`config.mk`:
```
export PLATFORM = sky130hd
export DESIGN_NAME = sp_align_ctrl_flat
export DESIGN_NICKNAME = d
export VERILOG_FILES = /design/src/rtl/sp_pkg.sv /design/src/rtl/sp_align_ctrl_if.sv /design/src/rtl/sp_gap_timer.sv /design/src/rtl/sp_align_ctrl.sv /design/src/flat_wrapper.sv
export SDC_FILE = /design/constraint.sdc
export NUM_CORES = 1
export LEC_CHECK = 0
export CAP_MARGIN = 30
export CORE_MARGIN = 2
export CORE_UTILIZATION = 47
export DETAILED_ROUTE_END_ITERATION = 10
export PLACE_DENSITY_LB_ADDON = 0.2
export SLEW_MARGIN = 15
export SYNTH_ARGS = -nofsm -noshare
export SYNTH_HDL_FRONTEND = slang
export SYNTH_HIERARCHICAL = 1
export SYNTH_SLANG_ARGS = --single-unit
export TNS_END_PERCENT = 10
```
`constraint.sdc`:
```
create_clock -name clk_4f -period 2.4 [get_ports clk_4f]
set_input_delay 0.48 -clock clk_4f [delete_from_list [all_inputs] [get_ports clk_4f]]
set_output_delay 0.48 -clock clk_4f [all_outputs]
set_load 0.05 [all_outputs]
```
`src/rtl/sp_pkg.sv`:
```
// rtl/sp_pkg.sv - shared constants and state encoding for the receive-lane aligner
package sp_pkg;
   localparam logic [7:0] COMMA = 8'hBC;

   typedef enum logic [2:0] {
      IDLE,
      HUNT,
      BLANK,
      COUNT,
      ACTIVE
   } sp_align_state_t;
endpackage

```
`src/rtl/sp_align_ctrl_if.sv`:
```
// rtl/sp_align_ctrl_if.sv - byte-side bundle of the aligner; los_count present with SP_ALIGN_STATS_EN
interface sp_align_ctrl_if;
   logic [7:0] byte_in;
   logic       byte_valid_in;
   logic       slip;
   logic       active;
   logic [7:0] data_out;
   logic       valid_out;
`ifdef SP_ALIGN_STATS_EN
   logic [7:0] los_count;

   modport slave (
      input  byte_in, byte_valid_in,
      output slip, active, data_out, valid_out, los_count
   );
   modport master (
      output byte_in, byte_valid_in,
      input  slip, active, data_out, valid_out, los_count
   );
`else
   modport slave (
      input  byte_in, byte_valid_in,
      output slip, active, data_out, valid_out
   );
   modport master (
      output byte_in, byte_valid_in,
      input  slip, active, data_out, valid_out
   );
`endif
endinterface

```
`src/rtl/sp_gap_timer.sv`:
```
// rtl/sp_gap_timer.sv - counts consecutive non-comma bytes while the lane is active
module sp_gap_timer #(
   parameter int MAX_GAP = 64
) (
   input  logic clk,
   input  logic reset,
   input  logic clr,
   input  logic inc,
   output logic expire
);
   localparam int GW = $clog2(MAX_GAP + 1);

   logic [GW-1:0] gap_cnt;

   always_ff @(posedge clk) begin
      if (reset || clr)
         gap_cnt <= '0;
      else if (inc)
         gap_cnt <= gap_cnt + 1'b1;
   end

   // High when the increment being requested is the MAX_GAP-th one.
   assign expire = inc && (gap_cnt == GW'(MAX_GAP - 1));
endmodule

```
`src/rtl/sp_align_ctrl.sv`:
```
// rtl/sp_align_ctrl.sv - comma hunt, bit-slip and link-state control; SP_ALIGN_STATS_EN adds los_count
module sp_align_ctrl
   import sp_pkg::*;
#(
   parameter int LOCK_COUNT = 4,
   parameter int MAX_GAP    = 64,
   parameter int SLIP_BLANK = 2
) (
   input  logic               clk_4f,
   input  logic               reset,
   sp_align_ctrl_if.slave     bus
);
   localparam int CW = $clog2(LOCK_COUNT + 1);
   localparam int BW = $clog2(SLIP_BLANK + 1);

   sp_align_state_t state, state_n;
   logic [CW-1:0]   comma_cnt, comma_cnt_n;
   logic [BW-1:0]   blank_cnt, blank_cnt_n;
   logic            slip_q, slip_n;
   logic            active_q;
   logic [7:0]      data_q, data_n;
   logic            valid_q, valid_n;
   logic            gap_clr, gap_inc, gap_expire;
   logic            is_comma;

   assign is_comma = (bus.byte_in == COMMA);

   sp_gap_timer #(.MAX_GAP(MAX_GAP)) u_gap (
      .clk    (clk_4f),
      .reset  (reset),
      .clr    (gap_clr),
      .inc    (gap_inc),
      .expire (gap_expire)
   );

   always_ff @(posedge clk_4f) begin
      if (reset) begin
         state     <= IDLE;
         comma_cnt <= '0;
         blank_cnt <= '0;
         slip_q    <= 1'b0;
         active_q  <= 1'b0;
         data_q    <= 8'h00;
         valid_q   <= 1'b0;
      end else begin
         state     <= state_n;
         comma_cnt <= comma_cnt_n;
         blank_cnt <= blank_cnt_n;
         slip_q    <= slip_n;
         active_q  <= (state_n == ACTIVE);
         data_q    <= data_n;
         valid_q   <= valid_n;
      end
   end

   always_comb begin
      state_n     = state;
      comma_cnt_n = comma_cnt;
      blank_cnt_n = blank_cnt;
      slip_n      = 1'b0;
      data_n      = data_q;
      valid_n     = 1'b0;
      gap_clr     = 1'b0;
      gap_inc     = 1'b0;
      if (bus.byte_valid_in) begin
         unique case (state)
            // The byte that wakes the FSM from IDLE is judged as a HUNT byte.
            IDLE, HUNT: begin
               if (is_comma) begin
                  if (LOCK_COUNT == 1) begin
                     state_n     = ACTIVE;
                     comma_cnt_n = '0;
                  end else begin
                     state_n     = COUNT;
                     comma_cnt_n = CW'(1);
                  end
               end else begin
                  slip_n      = 1'b1;
                  blank_cnt_n = BW'(SLIP_BLANK);
                  state_n     = BLANK;
               end
            end
            BLANK: begin
               if (blank_cnt == BW'(1)) begin
                  blank_cnt_n = '0;
                  state_n     = HUNT;
               end else begin
                  blank_cnt_n = blank_cnt - 1'b1;
               end
            end
            COUNT: begin
               if (is_comma) begin
                  if (comma_cnt + 1'b1 == CW'(LOCK_COUNT)) begin
                     comma_cnt_n = '0;
                     state_n     = ACTIVE;
                  end else begin
                     comma_cnt_n = comma_cnt + 1'b1;
                  end
               end else begin
                  comma_cnt_n = '0;
                  state_n     = HUNT;
               end
            end
            ACTIVE: begin
               if (is_comma) begin
                  gap_clr = 1'b1;
               end else begin
                  gap_inc = 1'b1;
                  if (gap_expire) begin
                     gap_clr = 1'b1;
                     state_n = HUNT;
                  end else begin
                     valid_n = 1'b1;
                     data_n  = bus.byte_in;
                  end
               end
            end
            default: state_n = IDLE;
         endcase
      end
   end

   assign bus.slip      = slip_q;
   assign bus.active    = active_q;
   assign bus.data_out  = data_q;
   assign bus.valid_out = valid_q;

`ifdef SP_ALIGN_STATS_EN
   logic [7:0] los_q;

   always_ff @(posedge clk_4f) begin
      if (reset)
         los_q <= 8'h00;
      else if (state == ACTIVE && state_n == HUNT && los_q != 8'hFF)
         los_q <= los_q + 1'b1;
   end

   assign bus.los_count = los_q;
`endif
endmodule

```
`src/flat_wrapper.sv`:
```
// flat-port wrapper written by rule: the top's interface ports become plain ports
module sp_align_ctrl_flat import sp_pkg::*;
#(
   parameter int LOCK_COUNT = 4,
   parameter int MAX_GAP    = 64,
   parameter int SLIP_BLANK = 2
)
  (clk_4f, reset, bus_byte_in, bus_byte_valid_in, bus_slip, bus_active, bus_data_out, bus_valid_out);
  sp_align_ctrl_if bus_i ();
  input  logic clk_4f;
  input  logic reset;
  input wire logic [$bits(bus_i.byte_in)-1:0] bus_byte_in;
  input wire logic [$bits(bus_i.byte_valid_in)-1:0] bus_byte_valid_in;
  output wire logic [$bits(bus_i.slip)-1:0] bus_slip;
  output wire logic [$bits(bus_i.active)-1:0] bus_active;
  output wire logic [$bits(bus_i.data_out)-1:0] bus_data_out;
  output wire logic [$bits(bus_i.valid_out)-1:0] bus_valid_out;
  assign bus_i.byte_in = bus_byte_in;
  assign bus_i.byte_valid_in = bus_byte_valid_in;
  assign bus_slip = bus_i.slip;
  assign bus_active = bus_i.active;
  assign bus_data_out = bus_i.data_out;
  assign bus_valid_out = bus_i.valid_out;
  sp_align_ctrl #(.LOCK_COUNT(LOCK_COUNT), .MAX_GAP(MAX_GAP), .SLIP_BLANK(SLIP_BLANK)) u_core (.clk_4f(clk_4f), .reset(reset), .bus(bus_i));
endmodule
```
==> results.cfg, run 1 <==
[timing]
finalHoldViolCount = 0
setup_tns_ns = 0
clock-skew-final_ns = 0.00431
fin_crit_ns = 2.30
finalSetupViolations = 0
finalMaxSlewViolations = 0
tightest_slew_ns = 0.512
period_share = 0.958
relSlewSlack = 0.657
max_freq_ghz = 0.435

[worst_setup_path]
crit_slowest_cell = clkdlybuf4s50_1
cpPeakStageDelay_ns = 0.44
crit_top_cell = nor2_2
path_max_fanout = 5
end_kind = flip-flop
critPathKind = in -> reg
crit_start = bus_byte_in[1]
rr_startpoint = u_core/state[0]
rr_endpoint = u_core/bus.active
critPathLaunchType = input pin
r2r_slack_ns = 0.26
cp_data_required_time_ns = 2.67
r2r_cells = 9
crit_chain = clkdlybuf4s50_1 -> nand4bb_1 -> nor2_2 -> nor2_2 -> nand4_2 -> nor3_2 -> buf_4 -> o32ai_2 -> a22oi_2 -> nor4_4 -> and4b_1
critPathArrivalTime_ns = 2.57

[clock_network]
cts_buffers = 3
clkLatencyLatePin_ns = 0.32
cts_buffer_depth = 2
cts.sinks = 26
clkTransAtPathRegs_ns = 0.14
tritoncts = built
h-tree-depth = 1
cts_root_buf = clkbuf_4
postCtsHoldBufs = 0

[global_route]
grt.overflow.total = 0
antenna_found_initial = 0
first_global_vias = 1086
grt_max_degree = 15
grt.total_usage = 0.180
grt_pass1_wl_um = 4770

[power_and_ir_drop]
p_leak_nw = 0.669
irDropWorstVdd_mv = 0.553
power_density_mw_per_mm2 = 430
power_mw = 0.744

[floorplanning]
row_count = 19
dieArea_mm2 = 0.00335
die_x_um = 57.9
dieHeight_um = 57.9
start_util = 0.495
io_pins = 22
core_area_mm2 = 0.00276

[finish]
nNetsFinal = 191
ff_latch_area_um2 = 520
nFillCells = 241
multi_input_area_um2 = 783
finalInstanceArea_mm2 = 0.00173
final_core_util = 0.628
diodes = 0
syn_to_final_growth_pct = 26.7
drive_above_1_share = 0.200

[drt]
dr.pass1.iters = 4
wire_per_inst_um = 13.7
first_iter_violations = 46
vias_per_cell = 5.59
antenna_left = 0
vias = 1151
drc = 0
wl_um = 2820

[hold_path]
min_path_type = reg -> reg
hp-start = u_core/blank_cnt[1]
whs_endpoint = u_core/blank_cnt[1]
hold_depth = 2

[yosys]
synth.most_common_cell = dfxtp_1
postSynthAreaPerCell_um2 = 9.62
netlist_area_mm2 = 0.00137
ys_seq_elements = 26
syn-num-nets = 157
synth-xor-area-share = 0.0321
ys.flop_type = dfxtp_1
synth_commonest_cells = 26 x dfxtp_1, 18 x nor2_1, 10 x mux2i_1, 8 x a21oi_1, 6 x nand2_1
synth_top_cell_by_area = dfxtp_1
synth_compound_gate_area_share = 0.172
ys_warn_count = 6
synth_simple_gate_area_frac = 0.250
synth_cell_types = 51
synthCells = 142
seq_area_frac_synth = 0.381
synth_top_area_frac = 0.381
synth-edff-count = 0
synthAdderAreaFrac = 0.0366
synth.area.top_cells = dfxtp_1 38%, mux2i_1 7.3%, nor2_1 4.9%
async_reset_ff_frac = 0
muxShareOfSynthArea = 0.0733
synth_top_family_by_area = simple AND/OR/NAND/NOR gates

[run]
drv_cap = 0

[placed_design]
placed_cell_area_mm2 = 0.00168
io_buffers = 21
place.detailed.hpwl_um = 2090
place.gp.congestion = 0.873

[run_status]
status = finished, final reports clean
flip-flops by register name, indices dropped and copies added (netlist names):
| signal | flops |
|---|---|
| u_core/bus.data_out | 8 |
| u_core/u_gap/gap_cnt | 7 |
| u_core/comma_cnt | 3 |
| u_core/state | 3 |
| u_core/blank_cnt | 2 |
| u_core/bus.active | 1 |
| u_core/bus.slip | 1 |
| u_core/bus.valid_out | 1 |
critical path: cells and delay by family:
kind / cells / cell delay [ns]
AO/OA/AOI/OAI: 2 / 0.37
buffers and inverters: 2 / 0.59
AND/OR/NAND/NOR: 7 / 1.14
placed cells by master (no fill, tap or decap), types with 3 or more instances in the layout:
cell type / netlist / routed
mux2i_1: 10 / 10
clkbuf_4: 0 / 3
nand4b_1: 3 / 3
nand2_1: 6 / 6
xor2_1: 4 / 4
nand4_1: 4 / 4
clkdlybuf4s50_1: 0 / 21
inv_1: 3 / 3
nand4bb_1: 3 / 3
buf_4: 2 / 17
o21ai_0: 3 / 3
nor2_1: 18 / 17
dfxtp_1: 26 / 26
ha_1: 4 / 4
a21oi_1: 8 / 8
metal layers:
| metal | share of wire | up-vias | track usage | wire (um) |
|---|---|---|---|---|
| met1 | 0.45 | 530 | 0.218 | 1250 |
| met2 | 0.49 | 33 | 0.315 | 1380 |
| met5 | 0 | - | 0 | 0 |
| li1 | - | 586 | - | - |
| met4 | 0.0060 | 0 | 0.0399 | 17 |
| met3 | 0.058 | 2 | 0.0513 | 162 |
worst max-delay path by stage:
stage | to | slack, ns
6_report | u_core/bus.active | 0.10
5_1_grt | u_core/bus.active | -0.009
4_1_cts | u_core/bus.active | 0.06
3_5_place_dp | u_core/bus.active | -0.26
3_3_place_gp | u_core/bus.active | -0.15
2_1_floorplan | u_core/bus.active | 0.14
through the flow:
stage          std cells  setup slack (ns)  hold slack (ns)
4_1_cts              205            0.0628            0.480
6_report             206             0.101            0.478
3_3_place_gp         201            -0.148            0.451
5_1_grt              206          -0.00871            0.539
2_1_floorplan        142             0.140            0.440
3_5_place_dp         201            -0.261            0.458
cell type report:
type                       count  share of cell area
inverter                       4             0.00867
sequential                    26               0.301
timing repair buffer          38               0.195
tap                           31              0.0224
multi-input combinational    103               0.452
clock buffer                   4              0.0210
repair_timing:
action / 4_1_cts / 5_1_grt
gates resized for setup: 0 / 3
endpoints found under the setup margin: 0 / 2
buffers inserted: 0 / 1
power by group:
part,internal (mW),switching [mW]
logic,0.0433,0.0418
clock network,0.0928,0.127
registers,0.436,0.00233
total,0.572,0.172
cells by family (layout without fill, tap and decap cells):
family                     after synthesis  in the layout
AOI/OAI and AO/OA                       30             30
buffers and inverters                   13             46
DFF                                     26             26
muxes                                   10             10
adders and majority gates                4              4
and+or+nand+nor                         54             54
xor gates and xnor gates                 5              5
Note: power is estimated with default switching activity, not from simulation.
==> run 2: changes to the inputs <==
Settings changed: CORE_UTILIZATION 47 to 51.
Clock period 2.4 ns to 2.9 ns, I/O delays scaled along.
==> run 2 against run 1 <==
  * Via count fell by 0.78%
  * Register-to-register slack improved by 0.13 ns
  * Clock power fell by 16%
  * Power fell by 18%
  * Combinational power fell by 28%
  * Worst hold slack improved by 0.028 ns
  * Setup slack improved by 0.21 ns
  * Core utilization rose by 3.0 points
  * Highest routed layer unchanged
==> results.cfg, run 2 (same netlist as run 1, synthesis figures left out) <==
[clock_network]
cts_buffers = 3
cts_setup_buffers = 0
cts.sinks = 26
clkLatencyLatePin_ns = 0.32
clkTransAtPathRegs_ns = 0.14
tritoncts = built
cts_root_buf = clkbuf_4
h-tree-depth = 1
cts_buffer_depth = 2

[timing]
finalMaxSlewViolations = 0
relSlewSlack = 0.667
clock-skew-final_ns = 0.00253
rsz0062_at_grt = false
max_freq_ghz = 0.386
finalSetupViolations = 0
finalHoldViolCount = 0
period_share = 0.893
fin_crit_ns = 2.59
setup_tns_ns = 0
setup_slack_ns = 0.310
tightest_slew_ns = 0.498

[worst_setup_path]
critPathLaunchType = input pin
crit_slowest_cell = clkdlybuf4s50_1
r2r_cells = 9
cp_data_required_time_ns = 3.13
r2r_slack_ns = 0.39
crit_chain = clkdlybuf4s50_1 -> nand4bb_1 -> nor2_2 -> nand4_2 -> nor3_1 -> buf_4 -> nand2_1 -> o31ai_1 -> o2111ai_1 -> and4b_1
cpPeakStageDelay_ns = 0.48
rr_startpoint = u_core/state[2]
critPathArrivalTime_ns = 2.82
critPathKind = in -> reg
rr_endpoint = u_core/bus.active
end_kind = flip-flop
path_max_fanout = 6

[power_and_ir_drop]
power_mw = 0.612
p_int_mw = 0.468
pwr-share-clk = 0.301
p_sw_frac = 0.235
power_frac_comb = 0.101
power_density_mw_per_mm2 = 372
seq_power_share = 0.598
p_sw_mw = 0.144
p_leak_nw = 0.617
irDropWorstVdd_mv = 0.258

[drt]
wl_um = 3010
wire_per_inst_um = 15.4
antenna_left = 0
vias_per_cell = 5.86
first_iter_violations = 30
dr.pass1.iters = 4
drc = 0
vias = 1142

[finish]
nNetsFinal = 181
final_common_cell = dfxtp_1
largest_register_ffs = 8
diodes = 0
final_cell_mix = 26 x dfxtp_1, 21 x clkdlybuf4s50_1, 17 x nor2_1, 10 x mux2i_1, 8 x a21oi_1
drive_above_1_share = 0.139
syn_to_final_growth_pct = 20.4

[floorplanning]
dieHeight_um = 55.8
row_count = 18
core_area_mm2 = 0.00250
io_pins = 22
dieArea_mm2 = 0.00311
start_util = 0.547
die_x_um = 55.8

[run_status]
status = finished, final reports clean

[global_route]
antenna_found_initial = 0
grt_pass1_wl_um = 5150
grt.overflow.total = 0
grt_max_degree = 16
grt.total_usage = 0.202
first_global_vias = 1194

[placed_design]
place.gp.congestion = 0.830
dp_slack_ns = -0.188
place.detailed.hpwl_um = 2250
io_buffers = 21

[run]
drv_cap = 0

[hold_path]
min_path_type = reg -> reg
hold_depth = 2
whs_endpoint = u_core/comma_cnt[1]
hp-start = u_core/comma_cnt[1]
[run 2: cell count changes in the layout (fill, tap and decap cells not counted)]
cell	before	now
buf_4	17	7
o31ai_1	0	1
nor3_1	0	1
o31ai_2	1	0
nor3_2	1	0
[run 2: cell type report]
class / instances / area [um^2]
Fill cell: 196 / 855
Multi-Input combinational cell: 103 / 773
Sequential cell: 26 / 520
Timing Repair Buffer: 28 / 263
Tap cell: 30 / 37.5
Clock buffer: 4 / 36.3
Inverter: 4 / 15.0
[run 2: per-layer routing]
| metal | wire length, um | global-route usage |
|---|---|---|
| met1 | 1320 | 0.237 |
| met2 | 1500 | 0.362 |
| met3 | 111 | 0.0349 |
| met4 | 82 | 0.0836 |
| met5 | 0 | 0 |
[run 2: timing repair]
action	CTS	global route
gates resized for setup	0	1
hold buffers	0	0
setup endpoints to repair	0	1
hold endpoints to repair	0	0
[run 2: how the worst max path moves through the flow]
stage	from	to	slack (ns)	cells past startpoint
global placement	bus_byte_valid_in	u_core/bus.active	0.01	10
global route	bus_byte_valid_in	u_core/bus.active	0.10	10
detailed placement	bus_byte_in[0]	u_core/bus.active	-0.19	11
floorplan	bus_byte_in[1]	u_core/bus.active	0.54	10
finish	bus_byte_valid_in	u_core/bus.active	0.31	10
CTS	bus_byte_in[1]	u_core/bus.active	0.17	11
[run 2: through the flow]
stage          hold WS (ns)  utilization  instance area, um^2  std cells
2_1_floorplan         0.440            -                 1370        142
3_3_place_gp          0.450        0.643                 1610        191
3_5_place_dp          0.484        0.643                 1610        191
4_1_cts               0.506        0.657                 1640        195
5_1_grt               0.533        0.658                 1650        195
6_report              0.506        0.658                 1650        195
[run 2: power by group through the flow]
stage               combinational, mW  clock [mW]  sequential, mW
finish                         0.0616       0.184           0.366
global route                   0.0665       0.203           0.367
CTS                            0.0613       0.189           0.366
detailed placement             0.0608           0           0.374
global placement               0.0587           0           0.373
floorplan                      0.0354           0           0.374
[run 2: critical path: cells and delay by family]
kind / cells / cell delay (ns)
and+or+nand+nor: 6 / 1.20
buffers and inverters: 2 / 0.65
AOI/OAI and AO/OA: 2 / 0.38
